**src/rtl/bloom_search_ctrl.sv**
```systemverilog
// Block-serial Bloom-filter search sequencer: steps blocks through the comparator,
// samples each block's match vector and packs matching global page indices into tpn_arr.
module bloom_search_ctrl #(
  parameter int NOB       = 3,
  parameter int PPB       = 8,
  parameter int NOP_WIDTH = 5,
  parameter int CMP_LAT   = 2,
  parameter int MAX_HITS  = 8,
  localparam int NOB_W    = (NOB > 1) ? $clog2(NOB) : 1,
  localparam int CNT_W    = $clog2(MAX_HITS + 1)
) (
  input  logic                          clk,
  input  logic                          rst,
  input  logic                          start,
  input  logic                          abort,
  output logic [NOB_W-1:0]              blk_idx,
  output logic                          blk_load,
  input  logic [PPB-1:0]                match_vec,
  output logic                          busy,
  output logic                          done,
  output logic [NOP_WIDTH*MAX_HITS-1:0] tpn_arr,
  output logic [CNT_W-1:0]              tpn_cnt,
  output logic                          overflow,
  output logic [2:0]                    dbg_state
);

  localparam int LAT_W = $clog2(CMP_LAT + 1);
  localparam int KW    = (PPB > 1) ? $clog2(PPB) : 1;

  typedef enum logic [2:0] {
    S_IDLE = 3'd0,
    S_LOAD = 3'd1,
    S_WAIT = 3'd2,
    S_PACK = 3'd3,
    S_DONE = 3'd4
  } state_e;

  state_e                        state_q, state_d;
  logic [NOB_W-1:0]              blk_idx_q, blk_idx_d;
  logic [LAT_W-1:0]              wait_q, wait_d;
  logic [PPB-1:0]                pending_q, pending_d;
  logic [NOP_WIDTH*MAX_HITS-1:0] arr_q, arr_d;
  logic [CNT_W-1:0]              cnt_q, cnt_d;
  logic                          ovf_q, ovf_d;

  logic [KW-1:0]                 low_k;
  logic [NOP_WIDTH-1:0]          hit_idx;
  logic [PPB-1:0]                pend_next;
  logic                          last_blk;

  // Lowest set bit first keeps the packed indices in ascending order.
  always_comb begin
    low_k = '0;
    for (int i = PPB - 1; i >= 0; i--) begin
      if (pending_q[i]) low_k = KW'(i);
    end
  end

  assign hit_idx   = NOP_WIDTH'(blk_idx_q) * NOP_WIDTH'(PPB) + NOP_WIDTH'(low_k);
  assign pend_next = pending_q & (pending_q - PPB'(1));
  assign last_blk  = (blk_idx_q == NOB_W'(NOB - 1));

  always_ff @(posedge clk or posedge rst) begin
    if (rst) begin
      state_q   <= S_IDLE;
      blk_idx_q <= '0;
      wait_q    <= '0;
      pending_q <= '0;
      arr_q     <= '0;
      cnt_q     <= '0;
      ovf_q     <= 1'b0;
    end else begin
      state_q   <= state_d;
      blk_idx_q <= blk_idx_d;
      wait_q    <= wait_d;
      pending_q <= pending_d;
      arr_q     <= arr_d;
      cnt_q     <= cnt_d;
      ovf_q     <= ovf_d;
    end
  end

  // Host handshake: start is accepted only in IDLE (abort low); done pulses for one
  // cycle on normal completion and the results are final while it is high.
  always_comb begin
    state_d   = state_q;
    blk_idx_d = blk_idx_q;
    wait_d    = wait_q;
    pending_d = pending_q;
    arr_d     = arr_q;
    cnt_d     = cnt_q;
    ovf_d     = ovf_q;
    blk_load  = 1'b0;
    busy      = 1'b0;
    done      = 1'b0;

    case (state_q)
      S_IDLE: begin
        if (start && !abort) begin
          arr_d     = '0;
          cnt_d     = '0;
          ovf_d     = 1'b0;
          blk_idx_d = '0;
          state_d   = S_LOAD;
        end
      end
      S_LOAD: begin
        blk_load = 1'b1;
        busy     = 1'b1;
        wait_d   = LAT_W'(CMP_LAT);
        state_d  = S_WAIT;
      end
      S_WAIT: begin
        busy   = 1'b1;
        wait_d = wait_q - LAT_W'(1);
        if (wait_q == LAT_W'(1)) begin
          pending_d = match_vec;
          if (match_vec != '0) begin
            state_d = S_PACK;
          end else if (last_blk) begin
            state_d = S_DONE;
          end else begin
            blk_idx_d = blk_idx_q + NOB_W'(1);
            state_d   = S_LOAD;
          end
        end
      end
      S_PACK: begin
        busy = 1'b1;
        if (cnt_q < CNT_W'(MAX_HITS)) begin
          for (int i = 0; i < MAX_HITS; i++) begin
            if (cnt_q == CNT_W'(i)) arr_d[NOP_WIDTH*i +: NOP_WIDTH] = hit_idx;
          end
          cnt_d = cnt_q + CNT_W'(1);
        end else begin
          ovf_d = 1'b1;
        end
        pending_d = pend_next;
        if (pend_next == '0) begin
          if (last_blk) begin
            state_d = S_DONE;
          end else begin
            blk_idx_d = blk_idx_q + NOB_W'(1);
            state_d   = S_LOAD;
          end
        end
      end
      S_DONE: begin
        done      = 1'b1;
        blk_idx_d = '0;
        state_d   = S_IDLE;
      end
      default: state_d = S_IDLE;
    endcase

    // Abort keeps whatever results were collected so far.
    if (abort && state_q != S_IDLE) begin
      state_d   = S_IDLE;
      blk_idx_d = '0;
    end
  end

  assign blk_idx   = blk_idx_q;
  assign tpn_arr   = arr_q;
  assign tpn_cnt   = cnt_q;
  assign overflow  = ovf_q;
  assign dbg_state = state_q;

endmodule

```
**config.mk**
```make
export PLATFORM = sky130hd
export DESIGN_NAME = bloom_search_ctrl
export DESIGN_NICKNAME = d
export VERILOG_FILES = /design/src/rtl/bloom_search_ctrl.sv
export SDC_FILE = /design/constraint.sdc
export NUM_CORES = 1
export LEC_CHECK = 0
export ABC_CLOCK_PERIOD_IN_PS = 5300
export BUFFER_PORTS_ARGS = -buffer_cell sky130_fd_sc_hd__clkbuf_2
export CORE_ASPECT_RATIO = 0.9
export CORE_MARGIN = 1
export CORE_UTILIZATION = 60
export CTS_BUF_LIST = sky130_fd_sc_hd__clkbuf_4
export CTS_CLUSTER_SIZE = 40
export DETAILED_ROUTE_END_ITERATION = 16
export PLACE_DENSITY = 0.87
export RECOVER_POWER = 50
export SLEW_MARGIN = 10
export SYNTH_ARGS = -nofsm -noshare
export SYNTH_HDL_FRONTEND = slang
export SYNTH_SLANG_ARGS = --single-unit
```
**constraint.sdc**
```tcl
create_clock -name clk -period 5.3 [get_ports clk]
set_clock_uncertainty 0.1 [all_clocks]
set_input_delay 1.06 -clock clk [delete_from_list [all_inputs] [get_ports clk]]
set_output_delay 1.06 -clock clk [all_outputs]
set_load 0.01 [all_outputs]
```
# Word level (Yosys, flattened, before mapping)
# Cells that the tools add are included.
[totals]
inputBits = 12
register_bits = 60
elab_cells = 121
out_inout_bits = 53
[op_classes]
add_sub_neg = 5
mux = 45
n_reduce_logical = 26
bitwise = 1
n_lt_le_gt_ge = 1
eq_ne = 29
[op_table]
columns = ["operator", "n"]
rows = [
  ["2-to-1 mux 40 bit", 2],
  ["one-hot mux 40 bit (2 select lines)", 1],
  ["2-to-1 mux 3 bit", 14],
  ["2-to-1 mux 5 bit", 8],
  ["AND reduction 4 bit", 8],
  ["inequality test 2 bit (second input constant)", 12],
  ["equality test 4 x 3 -> 1 bit (second input constant)", 4],
  ["one-hot mux 8 bit (2 select lines)", 1],
  ["2-to-1 mux 2 bit", 6],
  ["inequality test 3 bit (second input constant)", 4],
  ["one-hot mux 3 bit (4 select lines)", 1],
  ["AND reduction 3 bit", 3],
  ["bitwise AND 8 bit", 1],
  ["equality test 4 x 2 -> 1 bit (second input constant)", 2],
  ["logical NOT 8 bit", 1],
  ["2-to-1 mux 4 bit", 2],
  ["2-to-1 mux 8 bit", 1],
  ["one-hot mux 2 bit (4 select lines)", 1],
  ["one-hot mux 4 bit (2 select lines)", 1],
  ["nonzero test 8 bit", 1],
  ["subtractor 8 x 1 -> 8 bit (second input constant)", 1],
  ["equality test 3 x 2 -> 1 bit (second input constant)", 2],
  ["nonzero test 2 bit", 3],
  ["adder 5 x 3 -> 5 bit", 1],
  ["other kinds (21)", 26],
]

# Depth between registers and ports, before layout
# Gate-level depths: netlist of run 1.
[depth]
depth_word = 12
depth_mapped = 7
depth_no_buf = 7

# Least setup slack after synthesis of run 1
# Ideal clock, no wire load.
[synth_timing]
path_type = "input-to-reg"
start = "in start"
end = "reg arr_q[0] (netlist: tpn_arr[0])"
cell_stages = 6
arrival_time_ns = 2.282
setup_slack_ns = 2.794
required_time_ns = 5.075
cell_sequence = "nor2b_1 nand2_1 a21o_1 clkbuf_1 nor2_1 mux2_2"
[synth_between]
elab_chain_cells = 3
[synth_rtl]
columns = ["item", "line_no", "rtl"]
rows = [
  ["start: declaration", "14", "input logic start,"],
  ["logical AND 1 bit", "99", "if (start && !abort) begin"],
  ["inequality test 2 bit (no source line)", "n/a", ""],
  ["AND reduction 4 bit (no source line)", "n/a", ""],
  ["end signal: assignment", "77", "arr_q <= arr_d;"],
  ["end: declaration", "42", "logic [NOP_WIDTH*MAX_HITS-1:0] arr_q, arr_d;"],
]
# Every way passes these cells.
# A chain may end at the register's enable or synchronous reset.

# Final worst setup path of run 1
[layout_timing]
start = "reg state_q[1] (netlist: dbg_state[1])"
end = "reg arr_q[22] (netlist: tpn_arr[22])"
[layout_between]
elab_chain_cells = 3
word_cells_on_any_way = 8
[layout_rtl]
columns = ["item", "line_no", "rtl"]
rows = [
  ["start: declaration", "38", "state_e state_q, state_d;"],
  ["start signal: assignment", "73", "state_q <= state_d;"],
  ["equality test 3 x 2 -> 1 bit / logical NOT 3 bit (equally long branches)", "97", "case (state_q)"],
  ["inequality test 2 bit (no source line) / nonzero test 2 bit (equally long branches)", "n/a", ""],
  ["AND reduction 4 bit (no source line)", "n/a", ""],
]
# Several ways; a longest one is shown, not always the timed one.

==> results of run 1 <==
stage by stage:
step | area, sq um | hold slack [ns] | utilization [%] | instances
2_1_floorplan | 2850 | 0.357 | - | 246
3_3_place_gp | 3210 | 0.367 | 71.0 | 362
3_5_place_dp | 3210 | 0.377 | 71.0 | 362
4_1_cts | 3330 | 0.390 | 73.7 | 377
5_1_grt | 3300 | 0.425 | 73.1 | 377
6_report | 3300 | 0.390 | 73.1 | 377
worst max-delay path, delay by kind of cell (launching register included):
kind             cells  cell delay [ns]
multiplexers         1             0.32
flip-flops           1             0.71
AND/OR/NAND/NOR      2             1.66
layer usage:
metal / share of wire (%) / up-vias / track usage [%]
li1: - / 1018 / -
met1: 43 / 1090 / 35.0
met2: 50 / 82 / 42.9
met3: 6.1 / 7 / 10.1
met4: 1.3 / 0 / 9.67
met5: 0 / - / 0
cell families (layout without fill, tap and decap cells):
kind of cell	count (synthesis)	in the layout	synth area share (%)
buffers and inverters	21	90	2.99
AND/OR/NAND/NOR	65	65	11.2
AO/OA/AOI/OAI	48	48	12.6
flip-flops	60	60	52.7
XOR/XNOR	1	1	0.307
multiplexers	44	44	17.3
adder cells (fa/ha/maj)	7	7	2.99
cell usage after synthesis (3+ instances only):
cell	number	area, sq um
nor2b_1	5	31.3
dfrtp_1	60	1500
mux2_2	41	462
a22o_1	8	70.1
o21ai_0	7	35.0
nor2_1	25	93.8
clkbuf_1	7	26.3
nor4_1	4	25.0
ha_1	6	75.1
nand2_1	10	37.5
and2_1	3	18.8
a21oi_1	14	70.1
nor3_1	8	40.0
inv_1	10	37.5
final cells by class:
class / count / area, sq um
Sequential cell: 60 / 1500
Multi-Input combinational cell: 165 / 1260
Fill cell: 345 / 1210
Timing Repair Buffer: 65 / 299
Tap cell: 62 / 77.6
Clock buffer: 9 / 67.6
Clock inverter: 6 / 56.3
Inverter: 10 / 37.5
report_power, final:
| group | total [W] | leakage, nW | internal (W) | switching (W) |
|---|---|---|---|---|
| sequential | 0.000601 | 0.828 | 0.000509 | 0.0000912 |
| clock | 0.000301 | 0.0690 | 0.000137 | 0.000164 |
| combinational | 0.000399 | 0.801 | 0.000186 | 0.000212 |
worst max path at each step:
stage                  end  depth (start not counted)  slack [ns]
6_report       tpn_arr[22]                          3        2.46
5_1_grt         tpn_arr[7]                          3        2.30
4_1_cts        tpn_arr[22]                          3        2.50
3_5_place_dp    blk_idx[1]                          6        2.49
3_3_place_gp    tpn_arr[7]                          6        2.54
2_1_floorplan   blk_idx[0]                          1        2.66
flip-flops by register name, summed over array words and instances, names as in the netlist:
| name | cells |
|---|---|
| dbg_state | 3 |
| tpn_arr | 40 |
| pending_q | 8 |
| blk_idx | 2 |
| wait_q | 2 |
| overflow | 1 |
| tpn_cnt | 4 |
==> results by group, run 1 <==
Detailed routing
  – DR pass1 iterations: 4
  – DRT iter0 DRCs: 78
  – Total number of vias: 2197
  – Antenna-violating nets left: 0
  – Routed WL per cell: 16.8 um
  – Number of remaining DRC errors: 0
  – Routed wire length: 6.32 mm
  – Avg Vias per Cell: 5.83

Timing
  – Setup TNS: 0 ns
  – Tcrit/Tclk final: a little over half
  – RSZ-0062 raised after global routing: false
  – Worst Slack Setup Final: 2.46 ns
  – Final Hold Viols: 0
  – Max Slew Vio Count: 0
  – Slew @ Worst Pin: between 1 and 1.5 ns
  – # setup viols final: 0
  – Min Tclk post-route: between 2 and 3 ns
  – FMAX: 352 MHz
  – Slew HR: 29.3%

Floorplanning
  – I/O pin count: 65
  – Core ar.: between 4000 and 5000 sq um
  – Starting Density: between 60% and 70%
  – Die area: between 5000 and 6000 sq um
  – Die Wd: about 75 um
  – Die Y: ~67 um
  – Num rows: 23

Worst hold path
  – Sink of the worst hold path: wait_q[0]
  – Hold_sp: wait_q[0]
  – Hold Crit Class: reg2reg
  – Hold path depth: 1

Clock tree
  – Bufs on Longest Clock Path: 2
  – CTS tree: done
  – CTS sink count: 60
  – Htree depth: 3
  – Clock Pin Slew Worst Setup and Hold Paths: around 0.090 ns
  – Clk_lat worst skew: 0.41 ns
  – Postcts setup bufs: 0
  – CTS buffer count: 9
  – Cts repair resizes: 0
  – CTS root buf: clkbuf_4
  – Post-CTS Hold Fix Bufs: 0

Final layout
  – Area delta synth->final: 15.9%
  – Commonest cells after routing, fill and taps aside: dfrtp_1 (60), mux2_2 (41), clkbuf_2 (41)
  – Layout cells sized above 1: 32.1%
  – Most common cell after layout, fill and taps aside: dfrtp_1
  – # diodes: 0
  – Final #Nets: 329

Power
  – Pwr Density: 394 nW/um^2
  – Leakage: 1.70 nW
  – Total power: 0.00130 W
  – Max VDD drop: around 340 uV

Worst setup path
  – CP Capture Type: register
  – Critical path's largest stage delay: 1.05 ns
  – Reg2reg start: dbg_state[1]
  – Worst path cell trace: nand3b_1 -> nor3_1 -> mux2_2
  – Worst reg2reg path endpoint: tpn_arr[22]
  – CP Launch Point: dbg_state[1]
  – Critical Path AT: 3.08 ns
  – Required @ worst endpoint: roughly 5.5 ns
  – R2R depth: 3
  – Worst Path Class, Setup: reg2reg
  – R2r setup slk: ~2.5 ns
  – Worst-path fanout max: 20
  – Worst setup SP type: register
  – Slowest cell on the critical path: nor3_1

Global route
  – Grt total ovfl: 0
  – First-pass GRT wire length: 9.85 mm
  – Global Route Usage Sum: 27.4%
  – Vias in the first global route: 2035
  – Maximum number of pins on one net before global-route repair: between 60 and 70
  – Initial antenna violation count: 0

Outcome
  – Status: finished, final reports clean

Synth
  – Post-synth top flop: dfrtp_1
  – Post-synth EDFFs: 0
  – Asr flop ratio synth: 100%
  – Distinct cells, synth: 45
  – Mapped Nets: 264
  – FF+latch count, synth: 60
  – Synth warn: 0
  – Sequential cell area fraction in the yosys report: between 50% and 60%
  – Syn Std Cell Area: 2850 sq um
  – Gate Count Post-Synth: 246
  – Syn_area_per_cell: 11.6 sq um

Placed design
  – GP Congestion: between 0.8 and 0.9
  – Post-DP HPWL: 4.40 mm
  – DP Worst Slack: 2.49 ns
  – Port Buffers: 64

Job
  – Maxcap violations: 0
Power figures use the tool's default switching activity.
==> inputs of run 2 (changes only) <==
--- a/config.mk
+++ b/config.mk
@@ -5,15 +5,15 @@
 export SDC_FILE = /design/constraint.sdc
 export NUM_CORES = 1
 export LEC_CHECK = 0
-export ABC_CLOCK_PERIOD_IN_PS = 5300
+export ABC_CLOCK_PERIOD_IN_PS = 2700
 export BUFFER_PORTS_ARGS = -buffer_cell sky130_fd_sc_hd__clkbuf_2
 export CORE_ASPECT_RATIO = 0.9
 export CORE_MARGIN = 1
-export CORE_UTILIZATION = 60
+export CORE_UTILIZATION = 56
 export CTS_BUF_LIST = sky130_fd_sc_hd__clkbuf_4
 export CTS_CLUSTER_SIZE = 40
 export DETAILED_ROUTE_END_ITERATION = 16
-export PLACE_DENSITY = 0.87
+export PLACE_DENSITY = 0.82
 export RECOVER_POWER = 50
 export SLEW_MARGIN = 10
 export SYNTH_ARGS = -nofsm -noshare
==> constraint.sdc (replaced) <==
create_clock -name clk -period 2.7 [get_ports clk]
set_clock_uncertainty 0.1 [all_clocks]
set_input_delay 0.54 -clock clk [delete_from_list [all_inputs] [get_ports clk]]
set_output_delay 0.54 -clock clk [all_outputs]
set_load 0.01 [all_outputs]
==> run 2 against run 1 <==
Routed wire length down 0.95%; die area up 6.9%; worst hold slack worse by 0.12 ns; sequential cell count unchanged; design area up 1.3%; total power up 99%; critical endpoint is now blk_idx[0]; highest routed layer unchanged.
==> results by group, run 2 (same netlist as run 1, synthesis figures left out) <==
Worst setup path
  – Critical Path AT: 2.48 ns
  – Worst reg2reg path endpoint: blk_idx[0]
  – Required @ worst endpoint: 2.90 ns
  – Worst setup SP type: register
  – R2R depth: 5
  – Crit path buffers/inverters: 0
  – Delay-heaviest family, CP: simple AND/OR/NAND/NOR gates
  – Worst-path fanout max: 6
  – Worst Path Class, Setup: reg2reg
  – Reg2reg start: pending_q[0]
  – Slowest cell on the critical path: or4_1
  – Worst path cell trace: or4_1 -> a2111oi_4 -> o31a_1 -> o31ai_2 -> mux2_1
  – Critical path's largest stage delay: 0.68 ns
  – R2r setup slk: 0.42 ns
  – CP Capture Type: register

Detailed routing
  – Total number of vias: 2204
  – Number of remaining DRC errors: 0
  – DR pass1 iterations: 4
  – Routed wire length: about 6.3 mm
  – Avg Vias per Cell: 5.72
  – Antenna-violating nets left: 0
  – DRT iter0 DRCs: 183
  – Routed WL per cell: 16.3 um

Worst hold path
  – Sink of the worst hold path: pending_q[5]
  – Hold Crit Class: in2reg
  – Hold_sp: match_vec[5]
  – Hold path depth: 2

Placed design
  – Post-DP HPWL: 4.48 mm
  – Placed cell count: approximately 370
  – Port Buffers: 64
  – GP Congestion: between 0.9 and 1

Floorplanning
  – I/O pin count: 65
  – Starting Density: 58.6%
  – Num rows: 24
  – Die Wd: 77.2 um
  – Die area: around 5400 sq um
  – Die Y: around 70 um
  – Core ar.: 4860 sq um

Job
  – Maxcap violations: 0

Final layout
  – Largest register FFs: 40
  – Area delta synth->final: 17.3%
  – Filler cell count: 397
  – Layout cells sized above 1: 32.8%
  – Final #Nets: 333
  – Most common cell after layout, fill and taps aside: dfrtp_1
  – # diodes: 0
  – Post-route insts no fill: 385
  – Commonest cells after routing, fill and taps aside: dfrtp_1 (60), mux2_2 (41), clkbuf_2 (41)

Timing
  – Tcrit/Tclk final: between 80 and 90%
  – Min Tclk post-route: 2.28 ns
  – Slew HR: 26.2%
  – Final Hold Viols: 0
  – Slew @ Worst Pin: 1.11 ns
  – Setup TNS: 0 ns
  – Max Slew Vio Count: 0
  – RSZ-0062 raised after global routing: false
  – # setup viols final: 0
  – FMAX: 438 MHz

Clock tree
  – CTS sink count: 60
  – Clk_lat worst skew: 0.41 ns
  – Clock Pin Slew Worst Setup and Hold Paths: 0.10 ns
  – Bufs on Longest Clock Path: 2
  – Postcts setup bufs: 0
  – Post-CTS Hold Fix Bufs: 0
  – CTS root buf: clkbuf_4
  – CTS tree: done
  – Cts repair resizes: 0
  – CTS buffer count: 9
  – Htree depth: 3

Power
  – Pwr Density: between 700 and 800 nW/um^2
  – Leakage: 1.72 nW
  – Max VDD drop: 428 uV

Outcome
  – Status: finished, final reports clean

Global route
  – Routing usage on met2: 39.1%
  – Maximum number of pins on one net before global-route repair: 32
  – Met1 usage: between 30 and 40%
  – Grt total ovfl: 0
  – First-pass GRT wire length: 10.5 mm
  – Grt met3 use: 9.08%
  – GR peak layer: met2
  – Vias in the first global route: around 2100
  – Initial antenna violation count: 0
  – Global Route Usage Sum: 25.8%
run 2: worst max path at each step:
| stage | from | end | cells past startpoint |
|---|---|---|---|
| 3_5_place_dp | pending_q[0] | blk_idx[1] | 5 |
| 6_report | pending_q[0] | blk_idx[0] | 5 |
| 2_1_floorplan | pending_q[0] | blk_idx[0] | 6 |
| 5_1_grt | dbg_state[1] | tpn_arr[32] | 4 |
| 4_1_cts | pending_q[0] | blk_idx[0] | 5 |
| 3_3_place_gp | pending_q[1] | blk_idx[1] | 5 |
run 2: report_power, final:
group / internal, W / switching [W]
Sequential: 0.00100 / 0.000172
Combinational: 0.000372 / 0.000420
Clock: 0.000277 / 0.000346
Total: 0.00165 / 0.000938
run 2: final cells by class:
class                           instances  area, sq um  share of cell area (%)
Clock inverter                          7         67.6                    2.02
Tap cell                               65         81.3                    2.43
Multi-Input combinational cell        165         1260                    37.8
Clock buffer                            9         67.6                    2.02
Timing Repair Buffer                   69          325                    9.73
Inverter                               10         37.5                    1.12
Sequential cell                        60         1500                    44.9
run 2: per-layer routing:
metal	part of all wire, %	routed length [um]
met3	7.0	441
met5	0	0
met1	44	2730
met2	48	3030
met4	0.94	59
run 2: stage by stage:
step | power [W] | cell area, sq um | setup WS (ns) | util, % | hold slack, ns
2_1_floorplan | 0.00179 | 2850 | 0.550 | - | 0.357
3_3_place_gp | 0.00196 | 3250 | 0.479 | 66.9 | 0.370
3_5_place_dp | 0.00198 | 3250 | 0.427 | 66.9 | 0.388
4_1_cts | 0.00261 | 3390 | 0.418 | 69.7 | 0.0988
5_1_grt | 0.00274 | 3340 | 0.260 | 68.8 | 0.258
6_report | 0.00259 | 3340 | 0.416 | 68.8 | 0.274
==> inputs of run 3 (changes only) <==
--- a/config.mk
+++ b/config.mk
@@ -5,7 +5,7 @@
 export SDC_FILE = /design/constraint.sdc
 export NUM_CORES = 1
 export LEC_CHECK = 0
-export ABC_CLOCK_PERIOD_IN_PS = 2700
+export ABC_CLOCK_PERIOD_IN_PS = 2200
 export BUFFER_PORTS_ARGS = -buffer_cell sky130_fd_sc_hd__clkbuf_2
 export CORE_ASPECT_RATIO = 0.9
 export CORE_MARGIN = 1
==> constraint.sdc (replaced) <==
create_clock -name clk -period 2.2 [get_ports clk]
set_clock_uncertainty 0.1 [all_clocks]
set_input_delay 0.44 -clock clk [delete_from_list [all_inputs] [get_ports clk]]
set_output_delay 0.44 -clock clk [all_outputs]
set_load 0.01 [all_outputs]
==> run 3 against run 2 <==
Global-route usage grew 0.81 points; combinational power grew 53%; first-iteration DRC count grew 4.9%; non-clock buffer count grew 17; sequential share of layout area shrank 1.9 points; clock power grew 23%; count of clock-buffer cells in the layout grew 2; design area grew 4.5%; setup slack lost 0.27 ns; utilization grew 3.1 points; via count grew 2.4%; fmax grew 11%; critical path type unchanged; critical endpoint unchanged.
==> results by group, run 3 (same netlist as run 1, synthesis figures left out) <==
Outcome
  – Status: finished, final reports clean

Timing
  – Max Slew Vio Count: 0
  – Slew @ Worst Pin: around 0.79 ns
  – RSZ-0062 raised after global routing: false
  – Min Tclk post-route: slightly above 2 ns
  – # setup viols final: 0
  – Slew HR: 47.3%
  – FMAX: ~490 MHz
  – Final Hold Viols: 0
  – Tcrit/Tclk final: ~94%
  – Setup TNS: 0 ns

Worst setup path
  – Worst reg2reg path endpoint: blk_idx[0]
  – R2r setup slk: 0.14 ns
  – Critical path's largest stage delay: 0.54 ns
  – Critical Path AT: 2.24 ns
  – Worst path cell trace: maj3_1 -> o31ai_1 -> o31a_1 -> o31ai_2 -> mux2_1
  – CP Capture Type: register
  – Worst Path Class, Setup: reg2reg
  – Worst-path fanout max: 10
  – Reg2reg start: pending_q[4]
  – Crit path to: blk_idx[0]
  – R2R depth: 5
  – CP Launch Point: pending_q[4]
  – Slowest cell on the critical path: dfrtp_1
  – Required @ worst endpoint: 2.38 ns
  – Worst setup SP type: register

Clock tree
  – Htree depth: 3
  – Clock Pin Slew Worst Setup and Hold Paths: 0.10 ns
  – Bufs on Longest Clock Path: 2
  – CTS buffer count: 9
  – CTS root buf: clkbuf_4
  – CTS tree: done
  – Clk_lat worst skew: ~0.40 ns
  – CTS sink count: 60

Global route
  – Met1 usage: 35.4%
  – Grt met3 use: 7.50%
  – Initial antenna violation count: 0
  – Maximum number of pins on one net before global-route repair: 30
  – Grt total ovfl: 0
  – Vias in the first global route: between 2000 and 2500
  – GR peak layer: met2
  – Routing usage on met2: slightly above 40%
  – Global Route Usage Sum: 26.6%
  – First-pass GRT wire length: 10.8 mm

Final layout
  – # diodes: 0
  – Layout cells sized above 1: 36.2%
  – Final #Nets: 350
  – Commonest cells after routing, fill and taps aside: dfrtp_1 (60), mux2_2 (41), clkbuf_2 (39)
  – Most common cell after layout, fill and taps aside: dfrtp_1
  – Largest register FFs: 40
  – Area delta synth->final: 22.6%

Floorplanning
  – Die Y: 69.7 um
  – Num rows: 24
  – Starting Density: 58.6%
  – Die Wd: ~77 um
  – Core ar.: between 4000 and 5000 sq um
  – Die area: 5380 sq um
  – I/O pin count: 65

Detailed routing
  – Routed WL per cell: roughly 16 um
  – DRT iter0 DRCs: 192
  – Avg Vias per Cell: between 5 and 6
  – Total number of vias: about 2300
  – DR pass1 iterations: 4
  – Antenna-violating nets left: 0
  – Routed wire length: 6.57 mm
  – Number of remaining DRC errors: 0

Power
  – Max VDD drop: 587 uV
  – Leakage: 1.81 nW
  – Pwr Density: 966 nW/um^2
  – Total power: between 0.003 and 0.004 W

Placed design
  – Port Buffers: 64
  – Post-DP HPWL: 4.84 mm
  – GP Congestion: 0.890

Job
  – Maxcap violations: 0

Worst hold path
  – Hold Crit Class: in2reg
  – Hold path depth: 2
## run 3: cell types whose count changed in the layout (fill, tap and decap cells not counted), sizes merged
cell         delta
clkinvlp        -1
buf            +16
clkbuf          +2
clkinv          -1
dlygate4sd3     +1
## run 3: worst min-delay path by stage
stage | from | endpoint | slack [ns]
finish | match_vec[5] | pending_q[5] | 0.19
global route | match_vec[5] | pending_q[5] | 0.18
CTS | match_vec[4] | pending_q[4] | 0.17
detailed placement | rst | tpn_arr[39] | 0.35
global placement | rst | wait_q[1] | 0.34
floorplan | wait_q[0] | wait_q[0] | 0.36
## run 3: per-layer routing
layer  part of all wire, %  routed length, um  up-vias
li1                      -                  -     1063
met1                    44               2860     1106
met2                    49               3200       82
met3                   6.7                437        6
met4                   1.1                 72        0
met5                     0                  0        -
## run 3: power by group
| group | internal, W | switching (W) | total [W] |
|---|---|---|---|
| Sequential | 0.00123 | 0.000173 | 0.00140 |
| Clock | 0.000367 | 0.000395 | 0.000762 |
| Combinational | 0.000596 | 0.000618 | 0.00121 |
## run 3: worst max-delay path, delay by kind of cell, from the launching register on
family | cells | cell delay (ns)
flops | 1 | 0.54
compound gates | 3 | 0.59
mux | 1 | 0.34
fa+ha+maj | 1 | 0.39
## run 3: area by class of cell
cell class              instances  area (sq um)
multi-input cells             165          1270
inverters                      10          37.5
clock inverters                 5          52.6
clock buffers                  11          82.6
repair buffers                 86           465
fillers                       386          1370
flip-flops and latches         60          1500
well taps                      65          81.3
## run 3: per-stage QoR
stage          area (sq um)  hold slack (ns)  setup slack [ns]  utilization [%]  cells
2_1_floorplan          2850            0.357            0.0501                -    246
3_3_place_gp           3370            0.339            0.0832             69.4    385
3_5_place_dp           3370            0.351            0.0266             69.4    385
4_1_cts                3520            0.175            0.0111             72.4    402
5_1_grt                3490            0.177            0.0429             71.8    402
6_report               3490            0.189             0.142             71.8    402
## run 3: repair_timing
item / 4_1_cts / 5_1_grt
endpoints found under the setup margin: 0 / 2
gates resized for setup: 0 / 2
hold buffers: 1 / 0
setup buffers: 0 / 0
hold endpoints to repair: 16 / 0
